===== config.mk =====
export PLATFORM = sky130hd
export DESIGN_NAME = btb_update_ctrl_flat
export DESIGN_NICKNAME = d
export VERILOG_FILES = /design/src/rtl/btb_update_ctrl_if.sv /design/src/rtl/btb_update_ctrl.sv /design/src/flat_wrapper.sv
export SDC_FILE = /design/constraint.sdc
export NUM_CORES = 1
export LEC_CHECK = 0
export ABC_CLOCK_PERIOD_IN_PS = 3200
export CAP_MARGIN = 20
export CORE_MARGIN = 4
export CORE_UTILIZATION = 45
export CTS_CLUSTER_SIZE = 25
export DETAILED_ROUTE_END_ITERATION = 8
export PLACE_DENSITY = 0.66
export SKIP_CTS_REPAIR_TIMING = 1
export SYNTH_ARGS = -nofsm -noshare
export SYNTH_HDL_FRONTEND = slang
export SYNTH_SLANG_ARGS = --single-unit

===== constraint.sdc =====
create_clock -name clk -period 3.2 [get_ports clk]
set_input_delay 0.64 -clock clk [delete_from_list [all_inputs] [get_ports clk]]
set_output_delay 0.64 -clock clk [all_outputs]
set_load 0.03 [all_outputs]

===== src/rtl/btb_update_ctrl_if.sv =====
// Update and BTB-array port bundle for btb_update_ctrl.
// The slave modport is the controller side; master is execute plus the array.
interface btb_update_ctrl_if;
    logic        update_valid;
    logic [15:0] update_pc;
    logic        update_taken;
    logic        update_ready;

    logic        arr_read_req;
    logic [3:0]  arr_read_set;
    logic [9:0]  arr_tag0;
    logic [9:0]  arr_tag1;
    logic [9:0]  arr_tag2;
    logic [9:0]  arr_tag3;

    logic        arr_load;
    logic [9:0]  arr_load_tag;
    logic [3:0]  arr_load_set;
    logic [1:0]  arr_way;

    modport master (
        output update_valid, update_pc, update_taken,
        input  update_ready,
        input  arr_read_req, arr_read_set,
        output arr_tag0, arr_tag1, arr_tag2, arr_tag3,
        input  arr_load, arr_load_tag, arr_load_set, arr_way
    );

    modport slave (
        input  update_valid, update_pc, update_taken,
        output update_ready,
        output arr_read_req, arr_read_set,
        input  arr_tag0, arr_tag1, arr_tag2, arr_tag3,
        output arr_load, arr_load_tag, arr_load_set, arr_way
    );
endinterface


===== src/rtl/btb_update_ctrl.sv =====
// Write-side controller for the 4-way, 16-set BTB tag array: buffers resolved
// branch updates, looks up the target set and allocates/refreshes/invalidates a way.
//
// state     | meaning
// ----------+-------------------------------------------------------------
// ST_IDLE   | no update in flight; pops the FIFO head when non-empty
// ST_LOOKUP | array read of the working set; hit/allocation decision
// ST_WRITE  | one-cycle array load of the working tag into the decided way
module btb_update_ctrl #(
    parameter int FIFO_DEPTH = 4
) (
    input  logic                  clk,
    input  logic                  reset_n,
    input  logic                  btb_flush,
    btb_update_ctrl_if.slave      bus,
    output logic                  busy
);
    localparam int PTR_W = $clog2(FIFO_DEPTH);
    localparam int CNT_W = PTR_W + 1;
    localparam logic [CNT_W-1:0] FULL_CNT = CNT_W'(FIFO_DEPTH);

    localparam logic [1:0] ST_IDLE   = 2'd0;
    localparam logic [1:0] ST_LOOKUP = 2'd1;
    localparam logic [1:0] ST_WRITE  = 2'd2;

    logic [1:0]        state;
    logic [PTR_W-1:0]  wr_ptr;
    logic [PTR_W-1:0]  rd_ptr;
    logic [CNT_W-1:0]  count;
    logic [14:0]       fifo_mem [FIFO_DEPTH];
    logic [14:0]       head;

    logic [9:0]        work_tag;
    logic [3:0]        work_set;
    logic              work_taken;
    logic [1:0]        work_way;

    logic [15:0][3:0]  valid_q;
    logic [15:0][2:0]  plru_q;

    logic              push;
    logic              pop;
    logic [3:0]        set_valid;
    logic [3:0]        hit_vec;
    logic              hit_any;
    logic [1:0]        hit_way;
    logic [1:0]        inv_way;
    logic [1:0]        victim_way;
    logic [1:0]        alloc_way;
    logic [2:0]        set_plru;
    logic              unused_pc_lsb;

    assign unused_pc_lsb = ^bus.update_pc[1:0];

    // PLRU bits are held as {b0, b1, b2}.
    function automatic logic [2:0] plru_touch(input logic [2:0] cur, input logic [1:0] way);
        logic [2:0] nxt;
        case (way)
            2'd0:    nxt = {1'b1, 1'b1, cur[0]};
            2'd1:    nxt = {1'b1, 1'b0, cur[0]};
            2'd2:    nxt = {1'b0, cur[1], 1'b1};
            default: nxt = {1'b0, cur[1], 1'b0};
        endcase
        return nxt;
    endfunction

    assign bus.update_ready = (count != FULL_CNT);
    assign push = bus.update_valid && bus.update_ready && !btb_flush;
    assign pop  = (state == ST_IDLE) && (count != '0);
    assign head = fifo_mem[rd_ptr];
    assign busy = (count != '0) || (state != ST_IDLE);

    always_comb begin
        set_valid  = valid_q[work_set];
        set_plru   = plru_q[work_set];
        hit_vec[0] = set_valid[0] && (bus.arr_tag0 == work_tag);
        hit_vec[1] = set_valid[1] && (bus.arr_tag1 == work_tag);
        hit_vec[2] = set_valid[2] && (bus.arr_tag2 == work_tag);
        hit_vec[3] = set_valid[3] && (bus.arr_tag3 == work_tag);
        hit_any    = |hit_vec;

        if (hit_vec[0])      hit_way = 2'd0;
        else if (hit_vec[1]) hit_way = 2'd1;
        else if (hit_vec[2]) hit_way = 2'd2;
        else                 hit_way = 2'd3;

        if (!set_valid[0])      inv_way = 2'd0;
        else if (!set_valid[1]) inv_way = 2'd1;
        else if (!set_valid[2]) inv_way = 2'd2;
        else                    inv_way = 2'd3;

        if (set_plru[2]) victim_way = set_plru[0] ? 2'd3 : 2'd2;
        else             victim_way = set_plru[1] ? 2'd1 : 2'd0;

        if (hit_any)            alloc_way = hit_way;
        else if (!(&set_valid)) alloc_way = inv_way;
        else                    alloc_way = victim_way;
    end

    always_ff @(posedge clk) begin
        if (push && reset_n) begin
            fifo_mem[wr_ptr] <= {bus.update_taken, bus.update_pc[15:2]};
        end
    end

    always_ff @(posedge clk) begin
        if (!reset_n || btb_flush) begin
            wr_ptr  <= '0;
            rd_ptr  <= '0;
            count   <= '0;
            state   <= ST_IDLE;
            valid_q <= '0;
            plru_q  <= '0;
            if (!reset_n) begin
                work_tag   <= '0;
                work_set   <= '0;
                work_taken <= 1'b0;
                work_way   <= '0;
            end
        end else begin
            if (push) wr_ptr <= wr_ptr + PTR_W'(1);
            if (pop)  rd_ptr <= rd_ptr + PTR_W'(1);
            case ({push, pop})
                2'b10:   count <= count + CNT_W'(1);
                2'b01:   count <= count - CNT_W'(1);
                default: count <= count;
            endcase

            case (state)
                ST_IDLE: begin
                    if (pop) begin
                        work_taken <= head[14];
                        work_tag   <= head[13:4];
                        work_set   <= head[3:0];
                        state      <= ST_LOOKUP;
                    end
                end
                ST_LOOKUP: begin
                    if (work_taken) begin
                        work_way <= alloc_way;
                        state    <= ST_WRITE;
                    end else begin
                        // Not-taken hit drops the entry; PLRU is left alone.
                        if (hit_any) valid_q[work_set][hit_way] <= 1'b0;
                        state <= ST_IDLE;
                    end
                end
                ST_WRITE: begin
                    valid_q[work_set][work_way] <= 1'b1;
                    plru_q[work_set]            <= plru_touch(set_plru, work_way);
                    state                       <= ST_IDLE;
                end
                default: state <= ST_IDLE;
            endcase
        end
    end

    assign bus.arr_read_req = (state == ST_LOOKUP);
    assign bus.arr_read_set = (state == ST_LOOKUP) ? work_set : 4'd0;
    assign bus.arr_load     = (state == ST_WRITE);
    assign bus.arr_load_tag = (state == ST_WRITE) ? work_tag : 10'd0;
    assign bus.arr_load_set = (state == ST_WRITE) ? work_set : 4'd0;
    assign bus.arr_way      = (state == ST_WRITE) ? work_way : 2'd0;
endmodule


===== src/flat_wrapper.sv =====
// flat-port wrapper written by rule: the top's interface ports become plain ports
module btb_update_ctrl_flat 
#(
    parameter int FIFO_DEPTH = 4
)
  (clk, reset_n, btb_flush, busy, bus_update_valid, bus_update_pc, bus_update_taken, bus_update_ready, bus_arr_read_req, bus_arr_read_set, bus_arr_tag0, bus_arr_tag1, bus_arr_tag2, bus_arr_tag3, bus_arr_load, bus_arr_load_tag, bus_arr_load_set, bus_arr_way);
  btb_update_ctrl_if bus_i ();
  input  logic clk;
  input  logic reset_n;
  input  logic btb_flush;
  output logic busy;
  input wire logic [$bits(bus_i.update_valid)-1:0] bus_update_valid;
  input wire logic [$bits(bus_i.update_pc)-1:0] bus_update_pc;
  input wire logic [$bits(bus_i.update_taken)-1:0] bus_update_taken;
  output wire logic [$bits(bus_i.update_ready)-1:0] bus_update_ready;
  output wire logic [$bits(bus_i.arr_read_req)-1:0] bus_arr_read_req;
  output wire logic [$bits(bus_i.arr_read_set)-1:0] bus_arr_read_set;
  input wire logic [$bits(bus_i.arr_tag0)-1:0] bus_arr_tag0;
  input wire logic [$bits(bus_i.arr_tag1)-1:0] bus_arr_tag1;
  input wire logic [$bits(bus_i.arr_tag2)-1:0] bus_arr_tag2;
  input wire logic [$bits(bus_i.arr_tag3)-1:0] bus_arr_tag3;
  output wire logic [$bits(bus_i.arr_load)-1:0] bus_arr_load;
  output wire logic [$bits(bus_i.arr_load_tag)-1:0] bus_arr_load_tag;
  output wire logic [$bits(bus_i.arr_load_set)-1:0] bus_arr_load_set;
  output wire logic [$bits(bus_i.arr_way)-1:0] bus_arr_way;
  assign bus_i.update_valid = bus_update_valid;
  assign bus_i.update_pc = bus_update_pc;
  assign bus_i.update_taken = bus_update_taken;
  assign bus_update_ready = bus_i.update_ready;
  assign bus_arr_read_req = bus_i.arr_read_req;
  assign bus_arr_read_set = bus_i.arr_read_set;
  assign bus_i.arr_tag0 = bus_arr_tag0;
  assign bus_i.arr_tag1 = bus_arr_tag1;
  assign bus_i.arr_tag2 = bus_arr_tag2;
  assign bus_i.arr_tag3 = bus_arr_tag3;
  assign bus_arr_load = bus_i.arr_load;
  assign bus_arr_load_tag = bus_i.arr_load_tag;
  assign bus_arr_load_set = bus_i.arr_load_set;
  assign bus_arr_way = bus_i.arr_way;
  btb_update_ctrl #(.FIFO_DEPTH(FIFO_DEPTH)) u_core (.clk(clk), .reset_n(reset_n), .btb_flush(btb_flush), .bus(bus_i), .busy(busy));
endmodule

# Word level (Yosys, flattened, before mapping)
# Memory sizes are Yosys's and may differ from the RTL's. A register that Yosys moved wholly into a read port is not among the register bits.
# Index checks and enable logic that the tools add are counted.
# totals
reg_bits	138
mem_bits_rw	60
inputBits	61
out_inout_bits	24
word_cells	159
memories	1
# op_classes
add_sub_neg	4
magnitude_cmp	6
n_eq_ne	15
n_mux	60
bitwise	3
n_reduce_logical	30
# mem_list
memory	depth	word_bits	read_ports	rd_ports_with_merged_regs	write_ports	line_no	text
u_core.fifo_mem	4	15	1	1	1	btb_update_ctrl.sv:30	logic [14:0] fifo_mem [FIFO_DEPTH];
# ops
operator	count
$mux 64	2
$pmux 64 s2	1
$and 64x64->64	1
$not 64->64	1
$or 64x64->64	1
$mux 10	5
$bwmux 48	1
$eq 10x10->1	4
$mux 4	9
$demux 4 s4	2
$mux 2	16
$bmux 4 s4	1
$reduce_bool 2->1	7
$bmux 3 s4	1
$demux 3 s4	1
$mux 1	12
$mux 3	4
$logic_and 1x1->1	11
$pmux 3 s3	1
$reduce_and 3->1	3
$eq 2x1->1 const B	3
$eq 2x2->1 const B	3
$lt 2x3->1 const B	2
$pmux 3 s2	1
other kinds (17)	25

# Logic depth before layout (Yosys ltp)
# Gate-level depths: netlist of run 1.
# depth
word_depth	17
depth_mapped	10

# Worst setup path before layout of run 1
# Ideal clock, no wire load.
# synth_path
kind	register -> register
from	reg u_core.work_set[0]
to	reg u_core.valid_q[3] (netlist name)
t_arrival_ns	2.464
required_ns	3.060
path_slack_ns	0.596
path_stages_with_launch	10
path_buffers	3
path_cell_list	edfxtp_1 -> buf_6 -> buf_8 -> mux4_2 -> mux4_2 -> nand4_4 -> nand2_4 -> nor4b_4 -> buf_6 -> a21oi_2
# synth_between
elab_chain_len	17
# synth_rtl
item	line_no	text
from (decl)	btb_update_ctrl.sv:34	logic [3:0] work_set;
from (signal assigned)	btb_update_ctrl.sv:134	work_set <= head[3:0];
$bmux 4 s4	btb_update_ctrl.sv:74	set_valid = valid_q[work_set];
$mux 4 (not written as such)	btb_update_ctrl.sv:74	
$logic_and 1x1->1	btb_update_ctrl.sv:78	hit_vec[2] = set_valid[2] && (bus.arr_tag2 == work_tag);
$mux 1	btb_update_ctrl.sv:84	else if (hit_vec[2]) hit_way = 2'd2;
$mux 2	btb_update_ctrl.sv:83	else if (hit_vec[1]) hit_way = 2'd1;
$mux 2	btb_update_ctrl.sv:82	if (hit_vec[0]) hit_way = 2'd0;
$lt 2x3->1 (not written as such) or $ge 2x1->1 (tied branches)	btb_update_ctrl.sv:144	if (hit_any) valid_q[work_set][hit_way] <= 1'b0;
$logic_and 1x1->1 (not written as such)	btb_update_ctrl.sv:144	
$mux 1 (not written as such)	btb_update_ctrl.sv:144	
$demux 1 s2	--	
$mux 4 (not written as such)	btb_update_ctrl.sv:144	
$demux 4 s4	--	
$not 64->64 (no line)	--	
$and 64x64->64 (no line)	--	
$mux 64	btb_update_ctrl.sv:144	
$mux 64	btb_update_ctrl.sv:139	if (work_taken) begin
$pmux 64 s2	btb_update_ctrl.sv:129	case (state)
to (signal assigned)	btb_update_ctrl.sv:112	valid_q <= '0;
to (signal, indexed assignment)	btb_update_ctrl.sv:144	
to (signal, indexed assignment)	btb_update_ctrl.sv:149	valid_q[work_set][work_way] <= 1'b1;
to (decl)	btb_update_ctrl.sv:38	logic [15:0][3:0] valid_q;
# Several ways; a longest one is shown, not always the timed one. The select of a mux whose other input is x is not followed.
# A chain may end at the register's enable or synchronous reset.

# Worst setup path in the final report of run 1
# layout_path
from	reg u_core.work_set[0]
to	reg u_core.valid_q[51] (netlist name)
# The elaborated chain is that of the path after synthesis.

==> results of run 1 <==
## through the flow
step / std cells / hold slack [ns] / TNS, ns
global route: 1171 / 0.517 / 0
detailed placement: 1138 / 0.491 / 0
global placement: 1138 / 0.483 / 0
floorplan: 820 / 0.469 / 0
finish: 1171 / 0.500 / 0
CTS: 1170 / 0.502 / -0.0369
## power by group through the flow
stage | combinational [uW] | sequential (uW) | clock (uW)
6_report | 412 | 2710 | 2250
5_1_grt | 446 | 2720 | 2420
4_1_cts | 414 | 2710 | 2310
3_5_place_dp | 412 | 2770 | 0
3_3_place_gp | 408 | 2770 | 0
2_1_floorplan | 273 | 2740 | 0
## registers in the layout, summed over array words and instances, names as in the netlist, named ones only
name and flops:
u_core.work_set 4, u_core.wr_ptr 2, u_core.plru_q 48, u_core.work_way 2, u_core.work_taken 1, u_core.rd_ptr 2
u_core.state 2, u_core.work_tag 10, u_core.fifo_mem 60, u_core.count 3, u_core.valid_q 64
## worst min-delay path: cells and delay by family, from the launching register on
kind,cells,cell delay (ns)
compound gates,1,0.05
flops,1,0.31
simple gates,1,0.09
## final cells by class
type	count	area, um2	share of cell area [%]
tap	265	332	3.04
timing repair buffer	115	1110	10.2
multi-input combinational	549	4020	36.8
inverter	10	37.5	0.344
clock inverter	15	216	1.98
clock buffer	17	425	3.90
sequential	200	4770	43.7
## Yosys cell counts (2+ instances only)
cell type	count	area (um2)
clkbuf_1	41	154
buf_6	2	22.5
nor2_1	141	529
nor4_1	6	37.5
edfxtp_1	77	2310
or3_1	2	12.5
inv_1	10	37.5
a211oi_1	64	480
a21oi_1	48	240
nand2_1	25	93.8
xnor2_1	16	140
nor2b_1	20	125
xor2_1	29	254
a31oi_1	11	68.8
mux4_2	38	856
a22oi_1	6	45.0
mux4_4	3	75.1
a21oi_2	10	87.6
ha_1	5	62.6
buf_2	5	25.0
buf_1	3	11.3
dfxtp_1	123	2460
nand4_1	5	31.3
nor3_1	9	45.0
buf_4	9	67.6
mux4_1	6	158
nand2b_1	9	56.3
and2_1	24	150
nand3_1	7	35.0
o21ai_0	51	255
mux2i_1	2	20.0
## layer usage
layer | vias to the layer above | GRT usage (%)
li1 | 3140 | -
met1 | 3116 | 26.6
met2 | 188 | 32.7
met3 | 26 | 3.61
met4 | 0 | 6.31
met5 | - | 0
## logic make-up (layout without fill, tap and decap cells)
family / Yosys count / count (layout) / synth area share, %
muxes: 49 / 49 / 12.2
AOI/OAI and AO/OA: 193 / 193 / 13.2
xor gates and xnor gates: 45 / 45 / 4.32
buffers and inverters: 71 / 157 / 3.65
DFF: 200 / 200 / 52.4
adders and majority gates: 6 / 6 / 0.906
and+or+nand+nor: 256 / 256 / 13.4
## worst paths after layout
check                                   startpoint                 end  cells past startpoint
worst max-delay path            u_core.work_set[0]  u_core.valid_q[51]                      8
worst min-delay path              u_core.plru_q[4]    u_core.plru_q[4]                      2
worst max register to register  u_core.work_set[0]  u_core.valid_q[51]                      8
worst min register to register    u_core.plru_q[4]    u_core.plru_q[4]                      2
## cell usage in the layout, fill, tap and decap left out, drive strengths merged, types with 2 or more instances in the layout
cell type	synthesis	routed
a211oi	64	64
a21oi	58	58
a22oi	6	6
a31oi	11	11
and2	24	24
buf	20	33
clkbuf	41	17
clkdlybuf4s50	0	82
clkinv	0	6
dfxtp	123	123
edfxtp	77	77
ha	5	5
inv	10	19
mux2i	2	2
mux4	47	47
nand2	26	26
nand2b	9	9
nand3	7	7
nand4	7	7
nor2	141	141
nor2b	20	20
nor3	10	10
nor4	6	6
o21ai	51	51
or3	2	2
xnor2	16	16
xor2	29	29
==> run metrics, run 1 <==
peak supply drop=around 370 uV; synth warn=0; Post-DP HPWL=roughly 15 mm; Int Pwr=3960 uW; core box area=about 20,000 um2; endpoints failing hold=0; Power Total=~5400 uW; Main synth FF type=dfxtp_1; clk sinks=200; dpl ws=approximately 0.033 ns; maximum clock insertion buffer count=2; critical path endpoint category=flop; nets=960; CP max stage delay=approximately 0.63 ns; syn nets=approximately 890; Clk pwr share=about two fifths; Fmax=about 0.33 GHz; Iter 0 DRT Violations=358; number of antenna violations at the first check in global routing=0; critical path, cell by cell=buf_12 -> buf_4 -> mux4_1 -> mux4_2 -> nand4_1 -> nor4b_4 -> buf_12 -> a21oi_1; met1 WL=9.42 mm; Cell Area, Placed=10,300 um2; Finished Cell Area=~11,000 um2; Unique masters post-synth=44; setup slack, reg-to-reg=between 0.2 and 0.25 ns; Combinational Power Share=7.7%; worst skew pair latency=0.44 ns; share of cells above drive strength 1=13.8%; Synth Cell Area=just over 9000 um2; fillers=around 1,700; crit-path most repeated cell=buf_12; TritonCTS clock tree=done; Site Rows=a little over 50; share of power burned in registers=50.4%; mean routed wirelength per cell=around 18 um; Psw=between 1000 and 1500 uW; H-Tree Depth=4; startpoint class of the critical path=flop; wirelength, routed=approximately 22 mm; post-route clock period utilization=93.4%; Worst Tran Pin Value=0.879 ns; met3 wire len=1.06 mm; total CTS buffers=17; Die ar.=~23,000 um2; PnR worst setup slack=0.211 ns; ANT cells=0; Max Cap Viol=0; Post-synth EDFFs=77; Switching Share=26.3%; vias per inst=5.53; Initial Util=a little under half; crit path time final=2.99 ns; number of synthesized register bits=200; via count=around 6,500; Slew Limit Fails=0; Final Skew=approximately 0.015 ns; vias in the first global route=6,374; CP Data Required Time=around 3.5 ns; highest routed layer=met4; Seq/Total Area, Yosys=a little over half; Area Overhead vs Synth=19.7%; clock-pin slew of the registers on the worst-case setup and hold paths=about 0.080 ns; total track usage=19.8%; Syn Inst Count=~800; Crit path arrival time=about 3.3 ns; Critical Path Fanout Max=18; CP top delay family=multiplexers; Die Y=between 150 and 200 um; port bufs=82; largest net degree at the start of global routing=58; Root Buffer=clkbuf_16; Pwr Density=around 490 nW/um2; metal2 WL=around 11 mm; WS Path Type=reg2reg; wire length of the first global-routing pass=around 35 mm; Placer Congestion=0.818; total gr overflow=0; Avg Inst Size Synth=approximately 11 um2; final setup violation count=0; Static Leakage=roughly 0.0036 uW; fraction of registers with async set/reset=0%; unrepaired setup endpoints after global routing=false; Die Wd=around 150 um; min-delay worst type=reg2reg; status=finished clean; Post-DRT Antenna Nets=0; I/O pin count=85; Post-Route Utilization=~55%; Slew headroom=between 40% and 50%; Residual DRC=0; WP buf/inv=3; Worst path slowest cell=mux4_1; Initial DRT Pass Iterations=7
No activity file was read; power rests on OpenSTA's default activity.
==> inputs of run 2 (changes only) <==
--- a/config.mk
+++ b/config.mk
@@ -11,7 +11,7 @@
 export CORE_UTILIZATION = 45
 export CTS_CLUSTER_SIZE = 25
 export DETAILED_ROUTE_END_ITERATION = 8
-export PLACE_DENSITY = 0.66
+export PLACE_DENSITY = 0.65
 export SKIP_CTS_REPAIR_TIMING = 1
 export SYNTH_ARGS = -nofsm -noshare
 export SYNTH_HDL_FRONTEND = slang
==> run metrics, run 2 (synthesized netlist as in run 1, its figures left out) <==
Min Hold Slack=0.498 ns (-0.00244 ns); startpoint class of the critical path=flop; wire length of the first global-routing pass=35.0 mm (+0.91%); share of cells above drive strength 1=13.5% (-0.29 points); dpl ws=0.310 ns (+0.277 ns); CP top delay family=buffers and inverters; Max Cap Viol=0 (unchanged); Die Y=150 um (unchanged); Slew Limit Fails=0 (unchanged); commonest non-fill, non-tap cells in the layout=nor2_1 (140), dfxtp_1 (123), clkdlybuf4s50_1 (82), edfxtp_1 (77), a211oi_1 (64); metal2 WL=10.5 mm (-3.0%); total gr overflow=0 (unchanged); Die Wd=150 um (unchanged); met1 WL=9.68 mm (+2.8%); largest net degree at the start of global routing=58 (unchanged); Iter 0 DRT Violations=583 (+63%); I/O pin count=85 (unchanged); area of the multi-input gates=4020 um2 (unchanged); Fmax=0.343 GHz (+2.5%); clock-pin slew of the registers on the worst-case setup and hold paths=0.08 ns (about the same); Post-DP HPWL=15.0 mm (-1.1%); Worst path slowest cell=edfxtp_1; peak supply drop=309 uV (-17%); clk sinks=200 (unchanged); Biggest register=u_core.valid_q; setup TNS=0 ns (unchanged); wirelength, routed=21.6 mm (-0.30%); Pwr Density=490 nW/um2 (-0.52%); critical path endpoint category=output pin; Post-DRT Antenna Nets=0 (unchanged); TritonCTS clock tree=done; Placer Congestion=0.862 (+5.4%); ANT cells=0 (unchanged); port bufs=82 (unchanged); Initial DRT Pass Iterations=5 (-2); crit path time final=2.92 ns (-0.0739 ns); WS Path Type=reg2out; PnR worst setup slack=0.285 ns (+0.0739 ns); Die ar.=22,600 um2 (unchanged); total CTS buffers=17 (unchanged); critical path, cell by cell=buf_4 -> and2_1 -> clkdlybuf4s50_1; Post-Route Utilization=55.2% (-0.18 points); Area Overhead vs Synth=19.3%; WP buf/inv=2 (-1); Static Leakage=0.00357 uW (-0.46%); Root Buffer=clkbuf_16; endpoints failing hold=0 (unchanged); Worst Tran Pin Value=0.869 ns (-0.0105 ns); mean routed wirelength per cell=18.5 um (about the same); maximum clock insertion buffer count=2 (unchanged); top flop regs=u_core.valid_q: 64 flops, u_core.fifo_mem: 60 flops, u_core.plru_q: 48 flops; core box area=19,700 um2 (unchanged); Crit path arrival time=2.28 ns (-1.01 ns); Site Rows=51 (unchanged); status=finished clean; Power Total=5330 uW (-0.85%); Residual DRC=0 (unchanged); vias in the first global route=6,304 (-1.1%); worst skew pair latency=0.44 ns (about the same); highest routed layer=met4; CP max stage delay=0.78 ns (+0.15 ns); final setup violation count=0 (unchanged); unrepaired setup endpoints after global routing=false; Largest register FFs=64 (unchanged); Critical Path Fanout Max=15 (-3); met3 wire len=1.02 mm (-3.9%); via count=6,487 (+0.26%); H-Tree Depth=4 (unchanged); vias per inst=5.55 (+0.52%); CP Data Required Time=2.56 ns (-0.94 ns); post-route clock period utilization=91.1% (-2.3 points); Final Skew=0.0131 ns (-0.00172 ns); min-delay worst type=reg2reg; nets=957 (-0.31%); number of antenna violations at the first check in global routing=0 (unchanged); fillers=1,684 (-1.2%); commonest non-fill, non-tap cell in the layout=nor2_1; register area=4770 um2 (unchanged); Initial Util=46.2% (unchanged); Slew headroom=42.1% (+0.70 points); total track usage=20.0% (+0.17 points)
==> run 2: cell type report <==
cell class / count / area share [%]
flip-flops and latches: 200 / 43.9
multi-input cells: 549 / 37.0
repair buffers: 112 / 9.96
clock buffers: 17 / 3.91
well taps: 265 / 3.05
clock inverters: 15 / 1.90
inverters: 10 / 0.345
==> run 2: path summary, 6_finish.rpt <==
path | start | endpoint | slack [ns] | cells after the start
hold reg to reg | u_core.plru_q[46] | u_core.plru_q[46] | 0.50 | 2
hold / removal | u_core.plru_q[46] | u_core.plru_q[46] | 0.50 | 2
setup reg to reg | u_core.work_set[0] | u_core.valid_q[31] | 0.31 | 8
setup / recovery | u_core.work_set[3] | bus_arr_read_set[3] | 0.28 | 3
==> run 2: per-layer routing <==
layer	GRT usage (%)	up-vias
li1	-	3139
met1	27.8	3124
met2	31.8	189
met3	3.85	35
met4	6.40	0
met5	0	-
==> run 2: power breakdown <==
| part | switching [uW] | internal [uW] | leakage [uW] |
|---|---|---|---|
| Clock | 1120 | 1090 | 0.000304 |
| Sequential | 40.3 | 2670 | 0.00171 |
| Combinational | 218 | 193 | 0.00156 |
==> run 2: stage by stage <==
| stage | std cells | cell area (um2) |
|---|---|---|
| after floorplan | 820 | 9120 |
| after global placement | 1136 | 10200 |
| after detailed placement | 1136 | 10200 |
| after CTS | 1168 | 10900 |
| after global routing | 1168 | 10900 |
| final | 1168 | 10900 |
==> run 2: worst min-delay path: stages (launching register included) <==
cell,delay [ns]
dfxtp_1,0.31
nor2_1,0.09
a211oi_1,0.05
